File: config.mk
export PLATFORM = sky130hd
export DESIGN_NAME = mem_port_arbiter
export DESIGN_NICKNAME = d
export VERILOG_FILES = /design/src/rtl/mem_arb_pkg.sv /design/src/rtl/mem_arb_rr.sv /design/src/rtl/mem_port_arbiter.sv
export SDC_FILE = /design/constraint.sdc
export NUM_CORES = 1
export LEC_CHECK = 0
export ABC_AREA = 1
export ABC_CLOCK_PERIOD_IN_PS = 3750
export CORE_ASPECT_RATIO = 1.25
export CORE_UTILIZATION = 30
export CTS_BUF_LIST = sky130_fd_sc_hd__clkbuf_16
export CTS_CLUSTER_SIZE = 28
export DETAILED_ROUTE_END_ITERATION = 12
export PLACE_DENSITY_LB_ADDON = 0.12
export SYNTH_ARGS = -nofsm -noshare
export SYNTH_HDL_FRONTEND = slang
export SYNTH_SLANG_ARGS = --single-unit
File: constraint.sdc
create_clock -name clk -period 3.75 [get_ports clk]
set_clock_uncertainty 0.1 [all_clocks]
set_input_delay 0.9375 -clock clk [delete_from_list [all_inputs] [get_ports clk]]
set_output_delay 0.9375 -clock clk [all_outputs]
set_load 0.05 [all_outputs]
File: src/rtl/mem_arb_pkg.sv
`default_nettype none
// +----------------------------------------------------------------------------+
// | Module  : mem_arb_pkg                                                      |
// | Brief   : Shared types and constants for the DataMem port arbiter.         |
// | Revision: 1.0 - initial release                                            |
// +----------------------------------------------------------------------------+
package mem_arb_pkg;

  // Arbiter sequencing states
  typedef enum logic [1:0] {
    ARB_IDLE   = 2'd0,
    ARB_ACCESS = 2'd1,
    ARB_DONE   = 2'd2
  } arb_state_t;

  // Requester identifiers
  localparam logic REQ_DATA  = 1'b0;
  localparam logic REQ_FETCH = 1'b1;

  // Access size used for every fetch refill (full word)
  localparam logic [2:0] WORD_FUNCT3 = 3'b010;

endpackage : mem_arb_pkg
`default_nettype wire

File: src/rtl/mem_arb_rr.sv
`default_nettype none
// +----------------------------------------------------------------------------+
// | Module  : mem_arb_rr                                                       |
// | Brief   : Two-way round-robin picker. Combinational grant; the priority    |
// |           pointer moves to the other requester whenever a grant is taken.  |
// | Revision: 1.0 - initial release                                            |
// +----------------------------------------------------------------------------+
module mem_arb_rr
  import mem_arb_pkg::*;
(
  input  logic       clk,
  input  logic       rst_n,
  input  logic [1:0] req,
  input  logic       advance,
  output logic       grant_valid,
  output logic       grant
);

  logic ptr;

  // Pick: a lone requester wins outright, a tie goes to the pointer owner
  always_comb begin
    grant_valid = |req;
    grant       = REQ_DATA;
    if (req == 2'b11) begin
      grant = ptr;
    end else if (req[1]) begin
      grant = REQ_FETCH;
    end
  end

  // Pointer: after any taken grant, favour the requester that did not win
  always_ff @(posedge clk) begin
    if (!rst_n) begin
      ptr <= REQ_DATA;
    end else if (advance && grant_valid) begin
      ptr <= ~grant;
    end
  end

endmodule : mem_arb_rr
`default_nettype wire

File: src/rtl/mem_port_arbiter.sv
`default_nettype none
// +----------------------------------------------------------------------------+
// | Module  : mem_port_arbiter                                                 |
// | Brief   : Shares the DataMem port between the data cache (req 0) and the   |
// |           fetch refill path (req 1); one fixed-latency access at a time.   |
// | Revision: 1.0 - initial release                                            |
// +----------------------------------------------------------------------------+
module mem_port_arbiter
  import mem_arb_pkg::*;
#(
  parameter int DATA_WIDTH  = 32,
  parameter int MEM_LATENCY = 2
) (
  input  logic                  clk,
  input  logic                  rst_n,
  input  logic                  d_read,
  input  logic                  d_write,
  input  logic [DATA_WIDTH-1:0] d_addr,
  input  logic [DATA_WIDTH-1:0] d_wdata,
  input  logic [2:0]            d_funct3,
  output logic                  d_ready,
  output logic [DATA_WIDTH-1:0] d_rdata,
  input  logic                  i_read,
  input  logic [DATA_WIDTH-1:0] i_addr,
  output logic                  i_ready,
  output logic [DATA_WIDTH-1:0] i_rdata,
  output logic                  mem_write,
  output logic [DATA_WIDTH-1:0] mem_addr,
  output logic [DATA_WIDTH-1:0] mem_wdata,
  output logic [2:0]            mem_funct3,
  input  logic [DATA_WIDTH-1:0] mem_rdata,
  output logic                  busy
);

  // Counter preload: ACCESS runs from this value down to zero inclusive
  localparam logic [3:0] CNT_INIT = 4'(MEM_LATENCY - 1);

  arb_state_t            state;
  arb_state_t            state_next;
  logic [1:0]            req;
  logic                  grant_valid;
  logic                  grant_id;
  logic                  take;
  logic                  id_q;
  logic                  is_write_q;
  logic [DATA_WIDTH-1:0] addr_q;
  logic [DATA_WIDTH-1:0] wdata_q;
  logic [DATA_WIDTH-1:0] rdata_q;
  logic [2:0]            funct3_q;
  logic [3:0]            cnt;

  // A simultaneous read+write from the data cache is a single request treated as a write
  assign req  = {i_read, d_read | d_write};
  assign take = (state == ARB_IDLE) && grant_valid;

  mem_arb_rr u_rr (
    .clk         (clk),
    .rst_n       (rst_n),
    .req         (req),
    .advance     (take),
    .grant_valid (grant_valid),
    .grant       (grant_id)
  );

  // State register
  always_ff @(posedge clk) begin
    if (!rst_n) begin
      state <= ARB_IDLE;
    end else begin
      state <= state_next;
    end
  end

  // Next-state: IDLE -> ACCESS on any request, ACCESS until counter expires, DONE for one cycle
  always_comb begin
    state_next = state;
    case (state)
      ARB_IDLE:   if (grant_valid) state_next = ARB_ACCESS;
      ARB_ACCESS: if (cnt == 4'd0) state_next = ARB_DONE;
      ARB_DONE:   state_next = ARB_IDLE;
      default:    state_next = ARB_IDLE;
    endcase
  end

  // Request latches, latency counter and read-data capture
  always_ff @(posedge clk) begin
    if (!rst_n) begin
      id_q       <= REQ_DATA;
      is_write_q <= 1'b0;
      addr_q     <= '0;
      wdata_q    <= '0;
      funct3_q   <= '0;
      rdata_q    <= '0;
      cnt        <= '0;
    end else if (take) begin
      id_q    <= grant_id;
      cnt     <= CNT_INIT;
      rdata_q <= '0;
      if (grant_id == REQ_FETCH) begin
        // Fetch refills are always aligned word reads
        addr_q     <= {i_addr[DATA_WIDTH-1:2], 2'b00};
        wdata_q    <= '0;
        funct3_q   <= WORD_FUNCT3;
        is_write_q <= 1'b0;
      end else begin
        addr_q     <= d_addr;
        wdata_q    <= d_wdata;
        funct3_q   <= d_funct3;
        is_write_q <= d_write;
      end
    end else if (state == ARB_ACCESS) begin
      if (cnt != 4'd0) begin
        cnt <= cnt - 4'd1;
      end else if (!is_write_q) begin
        rdata_q <= mem_rdata;
      end
    end
  end

  // Outputs: memory bus only during ACCESS, ready/rdata only during DONE for the owner
  always_comb begin
    busy       = (state != ARB_IDLE);
    mem_write  = 1'b0;
    mem_addr   = '0;
    mem_wdata  = '0;
    mem_funct3 = '0;
    d_ready    = 1'b0;
    d_rdata    = '0;
    i_ready    = 1'b0;
    i_rdata    = '0;
    case (state)
      ARB_ACCESS: begin
        mem_addr   = addr_q;
        mem_wdata  = wdata_q;
        mem_funct3 = funct3_q;
        // Single write strobe on the first ACCESS cycle only
        mem_write  = is_write_q && (cnt == CNT_INIT);
      end
      ARB_DONE: begin
        if (id_q == REQ_FETCH) begin
          i_ready = 1'b1;
          i_rdata = rdata_q;
        end else begin
          d_ready = 1'b1;
          d_rdata = rdata_q;
        end
      end
      default: ;
    endcase
  end

endmodule : mem_port_arbiter
`default_nettype wire

* After elaboration in Yosys (flattened, before gate mapping)
Cells that the tools add are included.
** Operators by class
- $add $sub $neg :: 1
- Equality and inequality tests :: 6
- Multiplexer cells :: 24
- Bitwise logic cells :: 5
- Reductions and logical operators :: 15
** Operator list (number)
- 2-to-1 mux 32 bit :: 8
- 2-to-1 mux 1 bit :: 11
- 2-to-1 mux 3 bit :: 2
- AND reduction 2 bit :: 3
- nonzero test 2 bit :: 3
- equality test 2 bit, second input constant :: 2
- equality test 4 x 1 -> 1 bit, second input constant :: 1
- logical NOT 4 bit :: 1
- 2-to-1 mux 2 bit :: 2
- inequality test 2 bit, second input constant :: 2
- NOT 1 bit :: 4
- one-hot mux 2 bit (2 select lines) :: 1
- nonzero test 4 bit :: 1
- OR reduction 2 bit :: 2
- subtractor 4 x 1 -> 4 bit, second input constant :: 1
- logical AND 1 bit :: 3
- AND reduction 3 bit :: 1
- equality test 2 x 1 -> 1 bit, second input constant :: 1
- logical NOT 2 bit :: 1
- bitwise OR 1 bit :: 1
** Word-level totals
- Register bits after elaboration :: 108
- Input bits :: 136
- Output and inout port bits :: 135
- Logic and storage cells :: 61

* Depth between registers and ports, before layout
Gate-level depths: netlist (run 1).
- Word-level depth :: 5
- Gate-level depth with buffers :: 9

* Cells and area by module
A second synthesis (run 1) with hierarchy kept.
** Unflattened totals
- Cell total of the unflattened synthesis :: 807
- Area, all modules :: 5171.2 um^2
** By module, submodules not included
- mem_port_arbiter :: instances 1, cells an instance 798, area each 5108.6 um^2, seq. area each 2142.1 um^2
- mem_arb_rr :: instances 1, cells an instance 9, area each 62.6 um^2, seq. area each 20.0 um^2

* Worst setup path after synthesis (run 1)
Ideal clock, no wire load.
- Path type :: reg2out
- From :: register state[1]
- To :: output i_rdata[10]
- Data arrival time :: 2.276 ns
- Path slack :: 0.436 ns
- Stages on the path, launching flop included :: 8
- Path through :: dfxtp_1 -> inv_1 -> nor2_1 -> inv_1 -> nor2_1 -> inv_1 -> clkbuf_1 -> nor2_1
** Between the ends
- Word-level cells in the longest chain between the ends :: 2
** Ends and longest elaborated chain
- start: declaration :: RTL line mem_port_arbiter.sv:38 : arb_state_t state;
- start signal: assignment :: RTL line mem_port_arbiter.sv:70 : state <= state_next;
- equality test 2 bit :: RTL line mem_port_arbiter.sv:131 : case (state)
- 2-to-1 mux 32 bit :: RTL line mem_port_arbiter.sv:131
- end: declaration :: RTL line mem_port_arbiter.sv:26 : output logic [DATA_WIDTH-1:0] i_rdata,
Every way passes these cells.

* Final worst setup path (run 1)
- From :: register state[0]
- To :: output mem_wdata[13]
** Between the ends
- Word-level cells in the longest chain between the ends :: 2
** Ends and longest elaborated chain
- equality test 2 x 1 -> 1 bit :: RTL line mem_port_arbiter.sv:131
- 2-to-1 mux 32 bit :: RTL line mem_port_arbiter.sv:131
- end: declaration :: RTL line mem_port_arbiter.sv:29 : output logic [DATA_WIDTH-1:0] mem_wdata,
Every way passes these cells.

==> metrics.txt, run 1 <==
outcome=completed; top post-synthesis cells by area=dfxtp_1, nand2_1, nor2_1; CTS tree=built; nets=1157; maximum operating frequency=0.2935 GHz; Syn Inst Count=772; clock-pin slew on the worst setup and hold paths=70 ps; Yosys reg bits=108; Die X=117.2 µm; I/O pins=271; Area Overhead vs Synth=63.84%; TNS Setup=0 ps; Comb power frac=0.274; row cnt=52; Rel. slew slack=0.2890; Worst-Skew Late Latency=340 ps; root buffer cell=clkbuf_16; DR pass1 iterations=4; hold_buf cts=0; vias in the first global route=5059; H-tree depth=3; sequential area share after synthesis=0.4345; Final GP Congestion=0.7541; gr ovfl total=0; final setup fails=0; Final Util=0.5032; Synth top area share=0.4345; Starting Density=0.3072; Final ANT Viol Nets=0; final period utilization=0.9085; Worst setup SP type=flop; # diodes=0; Critical Path Sink Type=primary output; Clk pwr share=0.315; largest net degree at the start of global routing=40; sequential share of power=0.411; Post-CTS Setup Inserts=0; number of port buffers=268; CTS Buf Count=9; PostCTS Resize Cnt=0; Crit path largest cell delay=820 ps; Starting DRT DRC Count=216; worst hold slack=351.7 ps; Clock Path Buffers=2; switching power=1.002 mW; Period minus WS final=3407 ps; peak supply drop=0.1839 mV; Slew Limit Fails=0; drt via density=4.391; switching share of total power=0.3166; Power Internal=2.162 mW; Die Footprint=17110 µm²; Syn Nets=910; RSZ-0062 raised after global routing=no; Die H=146.0 µm; top cell family by delay on the critical path=buffers and inverters; Critical Path RT=2710 ps; CP max FO=38; Avg Inst Size Synth=6.446 µm²; CORE AREA=16200 µm²; first-pass GRT wire length=25060 µm; leakage=3.038 nW; Hold WC Path Type=flop to flop; clock sink count=108; # DRC=0; Final Hold Viols=0; Crit Path Class=flop to primary output; area leader, netlist=dfxtp_1; PwrDens=388.0 nW/µm²; Final HPWL DP=11130 µm; Max stage delay cell, worst path=clkdlybuf4s50_1; Synth Warn #=0; Post-Route WL=15760 µm; Bufs and invs on worst path=2; crit path cell chain=nand2_2 > buf_12 > nor2_1 > clkdlybuf4s50_1; GRT Util Overall=0.1878; wire length per cell=12.72 µm; WP data arrival=2370 ps; Worst-Margin Slew=1065 ps; Max Cap Viol=0; detailed-route via count=5440; Yosys cell types=26; layout cell share with drive strength beyond 1=0.03617; initial antenna violation count=0; post-synthesis instance area=4976 µm²
==> synth_stat cells, drive strengths merged <==
| cell type | instances |
|---|---|
| a21oi | 36 |
| a31oi | 1 |
| buf | 20 |
| clkbuf | 25 |
| dfxtp | 108 |
| ha | 2 |
| inv | 126 |
| nand2 | 192 |
| nand3 | 54 |
| nand4 | 16 |
| nor2 | 147 |
| nor3 | 2 |
| o21ai | 41 |
| o21bai | 1 |
| xor2 | 1 |
==> cell usage in the layout, fill, tap and decap left out <==
cell	synthesis	final
clkdlybuf4s50_1	0	268
nand2_1	190	189
nor2_1	144	144
inv_1	124	124
dfxtp_1	108	108
nand3_1	54	54
a21oi_1	35	35
o21ai_0	34	34
nand4_1	15	15
buf_4	1	11
clkbuf_16	0	9
o21ai_1	6	6
nand2_2	2	3
nor2_4	2	3
inv_2	2	2
nor3_1	2	2
ha_1	2	2
bufinv_16	0	2
clkinv_1	0	2
buf_12	0	2
a21oi_4	1	1
o21ai_2	1	1
nand4_2	1	1
xor2_1	1	1
a31oi_1	1	1
o21bai_1	1	1
clkinv_2	0	1
clkinvlp_4	0	1
==> power by group through the flow <==
stage	registers [mW]	logic (mW)	clock network [mW]
2_1_floorplan	1.31	0.536	0
3_3_place_gp	1.32	0.875	0
3_5_place_dp	1.32	0.877	0
4_1_cts	1.30	0.881	1.04
5_1_grt	1.31	0.958	1.09
6_report	1.30	0.867	0.998
==> worst paths after layout <==
path	startpoint	endpoint	slack, ps	cells after the start
setup / recovery	state[0]	mem_wdata[13]	340	4
setup reg to reg	state[0]	rdata_q[14]	1230	7
hold / removal	addr_q[28]	addr_q[28]	350	2
hold reg to reg	addr_q[28]	addr_q[28]	350	2
==> final cells by class <==
| class | count | area (µm²) |
|---|---|---|
| multi-input cells | 493 | 2137 |
| well taps | 216 | 270.3 |
| clock inverters | 6 | 80.08 |
| inverters | 126 | 473.0 |
| repair buffers | 281 | 2805 |
| clock buffers | 9 | 225.2 |
| flip-flops and latches | 108 | 2162 |
| fillers | 1685 | 8048 |
==> worst min-delay path: stages (launching register included) <==
cell and delay (ps):
dfxtp_1 310, nand2_1 60, nand2_1 40
==> cells by family (layout without fill, tap and decap cells) <==
logic type,count (synthesis),after routing,synth area share
flops,108,108,0.4345
fa+ha+maj,2,2,0.005028
buf+inv,171,422,0.1375
compound gates,79,79,0.08323
xor+xnor,1,1,0.001760
simple gates,411,411,0.3379
==> per-stage QoR <==
step	power (mW)	setup WS (ps)	instances	area, µm²
detailed placement	2.202	639.4	1224	7848
global placement	2.198	660.7	1224	7848
floorplan	1.851	436.4	772	4976
global route	3.362	152.6	1239	8153
finish	3.164	343.2	1239	8153
CTS	3.224	283.9	1239	8153
==> registers in the layout (all words and copies together) (netlist names) <==
name        count
addr_q         32
rdata_q        32
wdata_q        32
cnt             4
funct3_q        3
state           2
id_q            1
is_write_q      1
u_rr.ptr        1
==> routing by layer <==
layer	track usage	routed length (µm)	vias to the layer above	share of wire
li1	-	-	2823	-
met4	0.06519	287	0	0.018
met3	0.05414	1309	18	0.083
met2	0.3268	7502	197	0.48
met5	0	0	-	0
met1	0.2147	6655	2402	0.42
No activity file was read; power rests on OpenSTA's default activity.
==> inputs of run 2 (changes only) <==
--- a/config.mk
+++ b/config.mk
@@ -8,6 +8,7 @@
 export ABC_AREA = 1
 export ABC_CLOCK_PERIOD_IN_PS = 3750
 export CORE_ASPECT_RATIO = 1.25
+export CORE_MARGIN = 5
 export CORE_UTILIZATION = 30
 export CTS_BUF_LIST = sky130_fd_sc_hd__clkbuf_16
 export CTS_CLUSTER_SIZE = 28
==> metrics.txt, run 2 (same netlist as run 1, synthesis figures left out) <==
CTS tree=built; Power Internal=2.103 mW; vias in the first global route=5139; CORE AREA=16270 µm²; H-tree depth=3; WP data arrival=2470 ps; outcome=completed; switching share of total power=0.3292; commonest non-fill, non-tap cell in the layout=clkdlybuf4s50_1; crit path launch=state[1]; # DRC=0; GRT Util Overall=0.1691; PwrDens=385.4 nW/µm²; Clock Path Buffers=2; Die H=154.0 µm; FF-to-FF Start=state[1]; RSZ-0062 raised after global routing=no; clock-pin slew on the worst setup and hold paths=80 ps; # diodes=0; number of port buffers=268; nets=1157; root buffer cell=clkbuf_16; CP max FO=23; setup slack after layout=246.2 ps; Clk pwr share=0.310; peak supply drop=0.2015 mV; most frequent cells in the layout=clkdlybuf4s50_1, nand2_1, nor2_1; wire length per cell=13.58 µm; Crit Path Class=flop to primary output; Largest regs=addr_q x32, rdata_q x32, wdata_q x32; row cnt=52; sequential share of power=0.414; final period utilization=0.9343; hold_buf cts=0; switching power=1.032 mW; first-pass GRT wire length=26690 µm; Worst-Margin Slew=992.4 ps; Critical Path RT=2710 ps; Worst-Skew Late Latency=350 ps; Rel. slew slack=0.3376; Slew Limit Fails=0; final setup fails=0; Comb power frac=0.276; leakage=3.030 nW; Worst setup SP type=flop; Final Hold Viols=0; detailed-route via count=5357; r2r endpoint=rdata_q[5]; Final HPWL DP=12250 µm; Die Footprint=19280 µm²; Worst setup endpoint=d_rdata[14]; drt via density=4.320; Max Cap Viol=0; Critical Path Sink Type=primary output; CTS Buf Count=9; PostCTS Resize Cnt=0; Area Overhead vs Synth=63.49%; Final GP Congestion=0.8023; layout cell share with drive strength beyond 1=0.03809; I/O pins=271; gr ovfl total=0; Final ANT Viol Nets=0; TNS Setup=0 ps; initial antenna violation count=0; Starting DRT DRC Count=284; Post-CTS Setup Inserts=0; Period minus WS final=3504 ps; Post-Route WL=16840 µm; clock sink count=108; Starting Density=0.3059; DR pass1 iterations=5; worst reg-to-reg path cell count=8; maximum operating frequency=0.2854 GHz; largest net degree at the start of global routing=49; Die X=125.2 µm; reg2reg setup slack=1640 ps; Place WS=578.1 ps; Hold WC Path Type=flop to flop
==> run 2: cell count changes in the layout (fill, tap and decap cells not counted), sizes merged <==
cell / delta
inv: +3
clkinv: -2
bufinv: -1
clkinvlp: +1
==> run 2: final cells by class <==
cell class,count,area [µm²]
flip-flops and latches,108,2162
well taps,216,270.3
fillers,1698,8130
inverters,126,473.0
clock buffers,9,225.2
multi-input cells,493,2137
clock inverters,7,75.07
repair buffers,281,2793
==> run 2: worst min-delay path by stage <==
stage	slack [ps]	start	depth (start not counted)	end
2_1_floorplan	330	addr_q[16]	2	addr_q[16]
3_3_place_gp	340	addr_q[25]	2	addr_q[25]
3_5_place_dp	340	addr_q[25]	2	addr_q[25]
4_1_cts	360	addr_q[25]	2	addr_q[25]
5_1_grt	390	rdata_q[27]	2	rdata_q[27]
6_report	350	addr_q[25]	2	addr_q[25]
==> run 2: metrics by stage <==
| stage | total power, mW | area [µm²] | std cells | hold WS (ps) | utilization |
|---|---|---|---|---|---|
| 4_1_cts | 3.183 | 8135 | 1240 | 357.0 | 0.5002 |
| 3_5_place_dp | 2.199 | 7835 | 1224 | 341.0 | 0.4817 |
| 2_1_floorplan | 1.851 | 4976 | 772 | 326.1 | - |
| 6_report | 3.136 | 8135 | 1240 | 351.4 | 0.5002 |
| 3_3_place_gp | 2.195 | 7835 | 1224 | 339.0 | 0.4817 |
| 5_1_grt | 3.325 | 8135 | 1240 | 385.9 | 0.5002 |
==> run 2: power groups by stage <==
stage	sequential [mW]	combinational (mW)	clock, mW
finish	1.30	0.865	0.972
global route	1.31	0.954	1.06
floorplan	1.31	0.536	0
CTS	1.30	0.878	1.01
detailed placement	1.32	0.874	0
global placement	1.32	0.872	0
==> run 2: worst max-delay path, cell delays in order, from the launching register on <==
cell	delay, ps
dfxtp_1	330
inv_1	70
nor2_1	120
inv_1	70
nor2_1	140
inv_1	190
buf_4	270
nor2_1	120
clkdlybuf4s50_1	810
==> run 2: routing by layer <==
| layer | global-route usage | vias to the layer above | share of wire |
|---|---|---|---|
| met4 | 0.04959 | 0 | 0.018 |
| li1 | - | 2823 | - |
| met1 | 0.1957 | 2333 | 0.42 |
| met2 | 0.2938 | 181 | 0.48 |
| met3 | 0.06003 | 20 | 0.083 |
| met5 | 0 | - | 0 |
==> inputs of run 3 (changes only) <==
--- a/config.mk
+++ b/config.mk
@@ -13,6 +13,7 @@
 export CTS_BUF_LIST = sky130_fd_sc_hd__clkbuf_16
 export CTS_CLUSTER_SIZE = 28
 export DETAILED_ROUTE_END_ITERATION = 12
+export HOLD_SLACK_MARGIN = 0.03
 export PLACE_DENSITY_LB_ADDON = 0.12
 export SYNTH_ARGS = -nofsm -noshare
 export SYNTH_HDL_FRONTEND = slang
==> results of run 3 <==
Same layout as run 2: the final DEF is identical, and so are final timing and power.
